--- config.mk ---
export PLATFORM = sky130hd
export DESIGN_NAME = pipe_hazard_ctrl_fpu
export DESIGN_NICKNAME = d
export VERILOG_FILES = /design/src/rtl/pipe_ctrl_pkg.sv /design/src/rtl/fpu_busy_tracker.sv /design/src/rtl/pipe_hazard_ctrl_fpu.sv
export SDC_FILE = /design/constraint.sdc
export NUM_CORES = 1
export LEC_CHECK = 0
export CORE_AREA = 10 10 62 59
export DETAILED_ROUTE_END_ITERATION = 16
export DIE_AREA = 0 0 72 69
export PLACE_DENSITY = 0.83
export SLEW_MARGIN = 0
export SYNTH_ARGS = -nofsm -noshare
export SYNTH_HDL_FRONTEND = slang
export SYNTH_SLANG_ARGS = --single-unit
--- constraint.sdc ---
create_clock -name clk -period 4.9 [get_ports clk]
set_input_delay 0.49 -clock clk [delete_from_list [all_inputs] [get_ports clk]]
set_output_delay 0.49 -clock clk [all_outputs]
set_load 0.005 [all_outputs]
--- src/rtl/pipe_ctrl_pkg.sv ---
// Shared types and constants for the FPU pipeline stall/flush controller.
package pipe_ctrl_pkg;

    localparam int REG_W = 5;

    // Integer register $zero: a load targeting it never creates a hazard.
    localparam logic [REG_W-1:0] REG_ZERO = 5'd0;

    // Controller FSM states.
    typedef enum logic [1:0] {
        ST_RUN   = 2'd0,
        ST_DRAIN = 2'd1,
        ST_VEC   = 2'd2
    } ctrl_state_e;

    // Next-PC override select codes.
    localparam logic [1:0] RSEL_NONE   = 2'b00;
    localparam logic [1:0] RSEL_BRANCH = 2'b01;
    localparam logic [1:0] RSEL_VECTOR = 2'b10;

endpackage

--- src/rtl/fpu_busy_tracker.sv ---
// Tracks the single in-flight long FP operation (FDIV/FSQRT): a down-counter
// of remaining cycles and the destination register it will write.
module fpu_busy_tracker
    import pipe_ctrl_pkg::*;
#(
    parameter int FDIV_LAT  = 16,
    parameter int FSQRT_LAT = 16
) (
    input  logic             clk,
    input  logic             rst,
    input  logic             accept,
    input  logic             sel_sqrt,
    input  logic [REG_W-1:0] id_fd,
    output logic             fpu_busy,
    output logic [REG_W-1:0] busy_fd
);

    localparam int MAX_LAT = (FDIV_LAT > FSQRT_LAT) ? FDIV_LAT : FSQRT_LAT;
    localparam int CW      = $clog2(MAX_LAT);

    // Accept cycle counts as the first latency cycle, so the counter starts at LAT-1.
    localparam logic [CW-1:0] FDIV_LOAD  = CW'(FDIV_LAT - 1);
    localparam logic [CW-1:0] FSQRT_LOAD = CW'(FSQRT_LAT - 1);

    logic [CW-1:0]    cnt_q, cnt_d;
    logic [REG_W-1:0] busy_fd_q, busy_fd_d;

    // Load on accept, otherwise count down and stop at zero.
    always_comb begin
        cnt_d     = cnt_q;
        busy_fd_d = busy_fd_q;
        if (accept) begin
            cnt_d     = sel_sqrt ? FSQRT_LOAD : FDIV_LOAD;
            busy_fd_d = id_fd;
        end else if (cnt_q != '0) begin
            cnt_d = cnt_q - CW'(1);
        end
    end

    // Counter and destination register state.
    always_ff @(posedge clk) begin
        if (rst) begin
            cnt_q     <= '0;
            busy_fd_q <= '0;
        end else begin
            cnt_q     <= cnt_d;
            busy_fd_q <= busy_fd_d;
        end
    end

    assign fpu_busy = (cnt_q != '0);
    assign busy_fd  = busy_fd_q;

endmodule

--- src/rtl/pipe_hazard_ctrl_fpu.sv ---
// Central stall/flush controller for the five-stage FPU pipeline. Resolves
// load-use and long-FP-op hazards, ID branch mispredicts and interrupt entry.
module pipe_hazard_ctrl_fpu
    import pipe_ctrl_pkg::*;
#(
    parameter int FDIV_LAT  = 16,
    parameter int FSQRT_LAT = 16
) (
    input  logic             clk,
    input  logic             rst,
    input  logic [REG_W-1:0] id_rs,
    input  logic [REG_W-1:0] id_rt,
    input  logic             id_use_rs,
    input  logic             id_use_rt,
    input  logic [REG_W-1:0] id_fs,
    input  logic [REG_W-1:0] id_ft,
    input  logic [REG_W-1:0] id_fd,
    input  logic             id_use_fs,
    input  logic             id_use_ft,
    input  logic             id_fdiv,
    input  logic             id_fsqrt,
    input  logic             ex_wreg,
    input  logic             ex_m2reg,
    input  logic [REG_W-1:0] ex_rn,
    input  logic             id_mispredict,
    input  logic             intr,
    input  logic             ie,
    output logic             wpcir,
    output logic             ifid_flush,
    output logic             id_bubble,
    output logic             redirect,
    output logic [1:0]       redirect_sel,
    output logic             fpu_busy,
    output logic             intr_ack
);

    ctrl_state_e      state_q, state_d;
    logic             busy;
    logic [REG_W-1:0] busy_fd;
    logic             lu, fph, stall, long_accept;

    // Load in EX feeding an integer source of the ID instruction.
    assign lu = ex_m2reg & ex_wreg & (ex_rn != REG_ZERO) &
                ((id_use_rs & (id_rs == ex_rn)) | (id_use_rt & (id_rt == ex_rn)));

    // Long op in flight: block readers of its result and any second long op.
    assign fph = busy & ((id_use_fs & (id_fs == busy_fd)) |
                         (id_use_ft & (id_ft == busy_fd)) |
                         id_fdiv | id_fsqrt);

    assign stall       = lu | fph;
    assign long_accept = (id_fdiv | id_fsqrt) & ~stall & (state_q == ST_RUN);

    fpu_busy_tracker #(
        .FDIV_LAT  (FDIV_LAT),
        .FSQRT_LAT (FSQRT_LAT)
    ) u_tracker (
        .clk      (clk),
        .rst      (rst),
        .accept   (long_accept),
        .sel_sqrt (id_fsqrt),
        .id_fd    (id_fd),
        .fpu_busy (busy),
        .busy_fd  (busy_fd)
    );

    // FSM state register.
    always_ff @(posedge clk) begin
        if (rst) state_q <= ST_RUN;
        else     state_q <= state_d;
    end

    // Next state: stall beats mispredict beats interrupt; DRAIN waits for the FPU.
    always_comb begin
        state_d = state_q;
        case (state_q)
            ST_RUN:   if (intr & ie & ~stall & ~id_mispredict) state_d = ST_DRAIN;
            ST_DRAIN: if (~busy) state_d = ST_VEC;
            ST_VEC:   state_d = ST_RUN;
            default:  state_d = ST_RUN;
        endcase
    end

    // Outputs from state and current hazards; everything held low during reset.
    always_comb begin
        wpcir        = 1'b0;
        ifid_flush   = 1'b0;
        id_bubble    = 1'b0;
        redirect     = 1'b0;
        redirect_sel = RSEL_NONE;
        fpu_busy     = 1'b0;
        intr_ack     = 1'b0;
        if (!rst) begin
            fpu_busy = busy;
            case (state_q)
                ST_RUN: begin
                    if (stall) begin
                        id_bubble = 1'b1;
                    end else if (id_mispredict) begin
                        wpcir        = 1'b1;
                        ifid_flush   = 1'b1;
                        redirect     = 1'b1;
                        redirect_sel = RSEL_BRANCH;
                    end else begin
                        wpcir = 1'b1;
                    end
                end
                ST_DRAIN: begin
                    id_bubble = 1'b1;
                end
                ST_VEC: begin
                    wpcir        = 1'b1;
                    ifid_flush   = 1'b1;
                    id_bubble    = 1'b1;
                    redirect     = 1'b1;
                    redirect_sel = RSEL_VECTOR;
                    intr_ack     = 1'b1;
                end
                default: ;
            endcase
        end
    end

endmodule
==> results of run 1 <==
logic make-up (layout without fill, tap and decap cells):
group                      Yosys count  after routing  synth area share
buffers and inverters                9             60            0.0385
DFF                                 11             11             0.226
AOI/OAI and AO/OA                   16             16             0.136
xor gates and xnor gates            22             22             0.197
muxes                                7              7            0.0718
adders and majority gates            7              7            0.0897
and+or+nand+nor                     37             37             0.241
cell usage in the layout, fill, tap and decap left out, types with 2 or more instances in the layout:
| master | n |
|---|---|
| a21oi_1 | 5 |
| clkbuf_4 | 3 |
| clkdlybuf4s50_1 | 50 |
| dfxtp_1 | 11 |
| ha_1 | 7 |
| inv_1 | 6 |
| mux2i_1 | 7 |
| nand2_1 | 2 |
| nand2b_1 | 14 |
| nor2_1 | 6 |
| nor2b_1 | 2 |
| nor3_1 | 2 |
| nor4_1 | 4 |
| o211ai_2 | 2 |
| xnor2_1 | 6 |
| xor2_1 | 16 |
routing by layer:
metal | track usage | vias to the layer above
li1 | - | 475
met1 | 0.122 | 437
met2 | 0.209 | 34
met3 | 0.0428 | 0
met4 | 0.0192 | 0
met5 | 0 | -
sequential cells by signal (all words and copies together) (netlist names):
register,flops
u_tracker.busy_fd,5
u_tracker.cnt_q,4
state_q,2
worst register-to-register path, cell delays in order, from the launching register on:
cell and delay [ps]:
dfxtp_1 310, inv_1 80, ha_1 220, or3b_4 450, a41oi_2 210, o211ai_2 170, a221oi_2 380, mux2i_1 220
worst paths after layout:
| kind | depth (start not counted) | from | slack [ps] | endpoint |
|---|---|---|---|---|
| hold / removal | 2 | u_tracker.busy_fd[1] | 530 | u_tracker.busy_fd[1] |
| hold reg to reg | 2 | u_tracker.busy_fd[1] | 530 | u_tracker.busy_fd[1] |
| setup reg to reg | 7 | u_tracker.cnt_q[0] | 2790 | state_q[0] |
| setup / recovery | 8 | ex_rn[3] | 1630 | id_bubble |
synthesized netlist by cell type (2+ instances only):
cell       n
nand2_1    2
nor2b_1    2
nor4_1     4
ha_1       7
clkbuf_1   2
a21oi_1    5
nor3_1     2
nand2b_1  14
xnor2_1    6
o211ai_2   2
xor2_1    16
inv_1      6
nor2_1     6
dfxtp_1   11
mux2i_1    7
power breakdown:
group	internal [W]	total (W)	switching [W]	leakage, nW
clock	0.0000302	0.0000637	0.0000335	0.0177
sequential	0.000118	0.000146	0.0000287	0.0906
combinational	0.000160	0.000300	0.000140	0.489
stage by stage:
| step | cells | total power (W) |
|---|---|---|
| 3_3_place_gp | 184 | 0.000434 |
| 4_1_cts | 188 | 0.000514 |
| 3_5_place_dp | 184 | 0.000448 |
| 2_1_floorplan | 109 | 0.000341 |
| 5_1_grt | 188 | 0.000551 |
| 6_report | 188 | 0.000510 |
area by class of cell:
cell class | count | area (um^2)
fill | 212 | 858
multi-input combinational | 89 | 718
timing repair buffer | 50 | 500
sequential | 11 | 220
tap | 28 | 35.0
clock buffer | 3 | 22.5
inverter | 6 | 22.5
clock inverter | 1 | 5.00
==> results.py, run 1 <==
metrics = {
    "route": {
        "vias": 946,
        "drt_iter0_markers": 10,
        "met3_length_um": 227,
        "route.detailed.drc": 0,
        "vias_per_cell": 5.03,
        "wl_met1_mm": 1.27,
        "dr.pass1.iters": 3,
        "wl_met2_mm": 1.53,
        "avgRoutedWirePerCell_um": 16.1,
        "wl_mm": 3.03,
        "ant_nets": 0,
        "top_layer_used": "met3",
    },
    "worst_setup_path": {
        "critical-path-slowest-cell": "clkdlybuf4s50_1",
        "startpoint_type": "primary input",
        "crit_arrival_ps": 2780,
        "cp_num_buf_inv": 2,
        "cp_max_fo": 3,
        "crit_top_cell": "clkdlybuf4s50_1",
        "required_ps": 4410,
        "endpoint_kind": "primary output",
        "critPathTopFamily": "buffers and inverters",
        "path_cells": "clkdlybuf4s50_1, xor2_1, nor4_1, a32oi_1, o211ai_2, a21oi_1, nor3_1, clkdlybuf4s50_1",
        "crit_type": "in2out",
        "slowest_delay_ps": 550,
    },
    "clock_network": {
        "holdBufCountCts": 0,
        "htree_num_levels": 1,
        "cts_buffer_depth": 2,
        "clock-root-buffer": "clkbuf_4",
        "clkTransAtPathRegs_ps": 80,
        "cts_sinks": 11,
        "cts_inserted_buffers": 3,
        "postCtsSetupRepairBufs": 0,
        "insertion_delay_ps": 270,
        "cts_resized": 0,
        "cts_tree": "done",
    },
    "die": {
        "coreArea_um2": 2380,
        "dieArea_um2": 4970,
        "die_h_um": 69,
        "start_util": 0.410,
        "rows": 17,
        "chipWidth_um": 72,
        "io_pins": 51,
    },
    "yosys": {
        "ys.flop_type": "dfxtp_1",
        "synth_edf_count": 0,
        "ys_warn_count": 0,
        "synth.distinct_cells": 32,
        "synth_top_area_share": 0.226,
        "netlist_instances": 109,
        "ys_ff_latch": 11,
        "syn_nets": 159,
        "synth_largest_area_cell": "dfxtp_1",
        "synthArstFlopShare": 0,
        "yosys-top-cells-area": "dfxtp_1 (23%), xor2_1 (14%), ha_1 (9.0%)",
        "yosysSeqAreaShare": 0.226,
        "syn_area_per_cell_um2": 8.95,
        "syn_area_um2": 976,
    },
    "run": {
        "cap_violations": 0,
    },
    "sta": {
        "setup_viol": 0,
        "fin_crit_sh": 0.668,
        "clock_skew_ps": 0.849,
        "rsz0062_at_grt": "false",
        "whs_ps": 533,
        "worst_pin_slew_ps": 690,
        "tns_ps": 0,
        "max_freq_mhz": 305,
        "slew_headroom": 0.538,
        "post-route-min-period_ps": 3270,
        "drv_slew": 0,
        "finalWorstSetupSlack_ps": 1630,
        "hold_viol": 0,
    },
    "final_layout": {
        "area_growth_syn_to_layout_pct": 56.2,
        "fin_area_um2": 1520,
        "layout.nets": 211,
        "finish.utilization": 0.640,
        "layout-drive-gt1-share": 0.0750,
        "antenna_cells": 0,
    },
    "global_routing": {
        "overflow": 0,
        "grt_use_total": 0.115,
        "grt_max_degree": 26,
        "grt_antenna_before_repair": 0,
        "grt_pass1_vias": 1032,
        "grt_pass1_wl_mm": 4.77,
    },
    "placed_design": {
        "dpl.hpwl_mm": 2.63,
        "port_buffers": 50,
        "gp_congestion": 0.881,
        "placed_cell_area_um2": 1500,
        "pre_cts_ws_ps": 1620,
    },
    "run_status": {
        "outcome": "complete, no violations",
    },
    "pwr": {
        "vdd_drop_max_mv": 0.256,
        "p_leak_nw": 0.597,
        "p_per_area_nw_per_um2": 335,
    },
    "hold_path": {
        "holdCritPathClass": "reg2reg",
    },
}
(Power assumes the default switching activity.)
==> run 2: changes to the inputs <==
- CORE_AREA: 10 10 62 59 -> 10 10 64 61
- DIE_AREA: 0 0 72 69 -> 0 0 74 71
- PLACE_DENSITY: 0.83 -> 0.77
- clock period: 4.9 -> 3.3 ns (I/O delays scaled with it)
==> results.py, run 2 (synthesized netlist as in run 1, its figures left out) <==
metrics = {
    "run_status": {
        "outcome": "complete, no violations",
    },
    "clock_network": {
        "insertion_delay_ps": 280,
        "cts_tree": "done",
        "cts_sinks": 11,
        "holdBufCountCts": 0,
        "cts_buffer_depth": 2,
        "cts_inserted_buffers": 3,
        "postCtsSetupRepairBufs": 0,
        "clock-root-buffer": "clkbuf_4",
        "cts_resized": 0,
        "htree_num_levels": 1,
        "clkTransAtPathRegs_ps": 70,
    },
    "final_layout": {
        "area_growth_syn_to_layout_pct": 57.1,
        "n_fill_cell": 235,
        "layout.nets": 212,
        "layout_common_cells": "clkdlybuf4s50_1 (50), xor2_1 (16), nand2b_1 (14)",
        "largest_register_ffs": 5,
        "layout-drive-gt1-share": 0.0745,
        "antenna_cells": 0,
        "layout_commonest_cell": "clkdlybuf4s50_1",
    },
    "route": {
        "drt_iter0_markers": 31,
        "route.detailed.drc": 0,
        "wl_mm": 3.04,
        "dr.pass1.iters": 4,
        "ant_nets": 0,
        "vias_per_cell": 4.93,
        "avgRoutedWirePerCell_um": 15.9,
        "vias": 941,
    },
    "global_routing": {
        "grt_max_degree": 20,
        "grt_antenna_before_repair": 0,
        "grt_pass1_wl_mm": 4.94,
        "grt_use_total": 0.117,
        "grt_pass1_vias": 1066,
        "overflow": 0,
    },
    "die": {
        "die_h_um": 71,
        "dieArea_um2": 5250,
        "io_pins": 51,
        "rows": 18,
        "coreArea_um2": 2640,
        "start_util": 0.370,
        "chipWidth_um": 74,
    },
    "pwr": {
        "p_int_w": 0.000461,
        "vdd_drop_max_mv": 0.300,
        "p_comb_frac": 0.588,
        "p_per_area_nw_per_um2": 495,
        "switching_power_w": 0.000298,
        "p_leak_nw": 0.599,
        "p_seq_frac": 0.286,
        "p_clk_frac": 0.126,
        "swShare": 0.393,
        "totalPowerFinal_w": 0.000759,
    },
    "worst_setup_path": {
        "critical-path-slowest-cell": "clkdlybuf4s50_1",
        "crit_top_cell": "clkdlybuf4s50_1",
        "cp_max_fo": 3,
        "crit_arrival_ps": 2650,
        "endpoint_kind": "primary output",
        "required_ps": 2970,
        "path_cells": "clkdlybuf4s50_1, xor2_1, nor4_1, a32oi_1, o211ai_2, a21oi_1, nor3_1, clkdlybuf4s50_1",
        "crit_type": "in2out",
        "slowest_delay_ps": 530,
        "startpoint_type": "primary input",
    },
    "run": {
        "cap_violations": 0,
    },
    "sta": {
        "tns_ps": 0,
        "max_freq_mhz": 336,
        "slew_headroom": 0.753,
        "post-route-min-period_ps": 2980,
        "worst_pin_slew_ps": 369,
        "clock_skew_ps": 9.51,
        "setup_viol": 0,
        "rsz0062_at_grt": "false",
        "fin_crit_sh": 0.902,
        "hold_viol": 0,
        "drv_slew": 0,
    },
    "placed_design": {
        "port_buffers": 50,
        "gp_congestion": 0.863,
        "dpl.hpwl_mm": 2.67,
    },
    "hold_path": {
        "holdCritPathClass": "reg2reg",
    },
}
[run 2: changes by cell type in the layout (fill, tap and decap cells not counted)]
cell	previous run	this run
clkbuf_1	0	1
clkinv_2	1	0
buf_4	0	1
[run 2: final cells by class]
cell class / instances / area, um^2 / area share
clock buffer: 4 / 26.3 / 0.0171
inverter: 6 / 22.5 / 0.0147
timing repair buffer: 51 / 508 / 0.331
multi-input combinational: 89 / 718 / 0.469
sequential: 11 / 220 / 0.144
tap: 30 / 37.5 / 0.0245
[run 2: through the flow]
stage / util / hold WS (ps) / worst slack (ps) / instance area, um^2 / instances
2_1_floorplan: - / 482 / 1190 / 976 / 109
3_3_place_gp: 0.572 / 501 / 442 / 1510 / 187
3_5_place_dp: 0.572 / 500 / 344 / 1510 / 187
4_1_cts: 0.582 / 519 / 322 / 1530 / 191
5_1_grt: 0.582 / 546 / 113 / 1530 / 191
6_report: 0.582 / 519 / 324 / 1530 / 191
[run 2: layer usage]
layer  global-route usage  wire length, um
met5                    0                0
met2                0.208             1650
met3               0.0335              112
met1                0.131             1240
met4               0.0311               43
[run 2: worst max-delay path: cells and delay by family]
| kind | cells | cell delay [ps] |
|---|---|---|
| AND/OR/NAND/NOR | 2 | 470 |
| buffers and inverters | 2 | 1010 |
| XOR/XNOR | 1 | 190 |
| AO/OA/AOI/OAI | 3 | 630 |
[run 2: power by group through the flow]
stage | combinational [W] | sequential (W) | clock (W)
5_1_grt | 0.000499 | 0.000222 | 0.000107
6_report | 0.000446 | 0.000217 | 0.0000955
2_1_floorplan | 0.000297 | 0.000209 | 0
3_3_place_gp | 0.000432 | 0.000216 | 0
3_5_place_dp | 0.000451 | 0.000219 | 0
4_1_cts | 0.000453 | 0.000216 | 0.0000994
[run 2: final timing paths]
kind	from	to	slack [ps]	depth (start not counted)
worst max-delay path	ex_rn[4]	id_bubble	320	8
worst min-delay path	u_tracker.busy_fd[4]	u_tracker.busy_fd[4]	520	2
worst max register to register	u_tracker.cnt_q[0]	state_q[1]	1160	7
worst min register to register	u_tracker.busy_fd[4]	u_tracker.busy_fd[4]	520	2
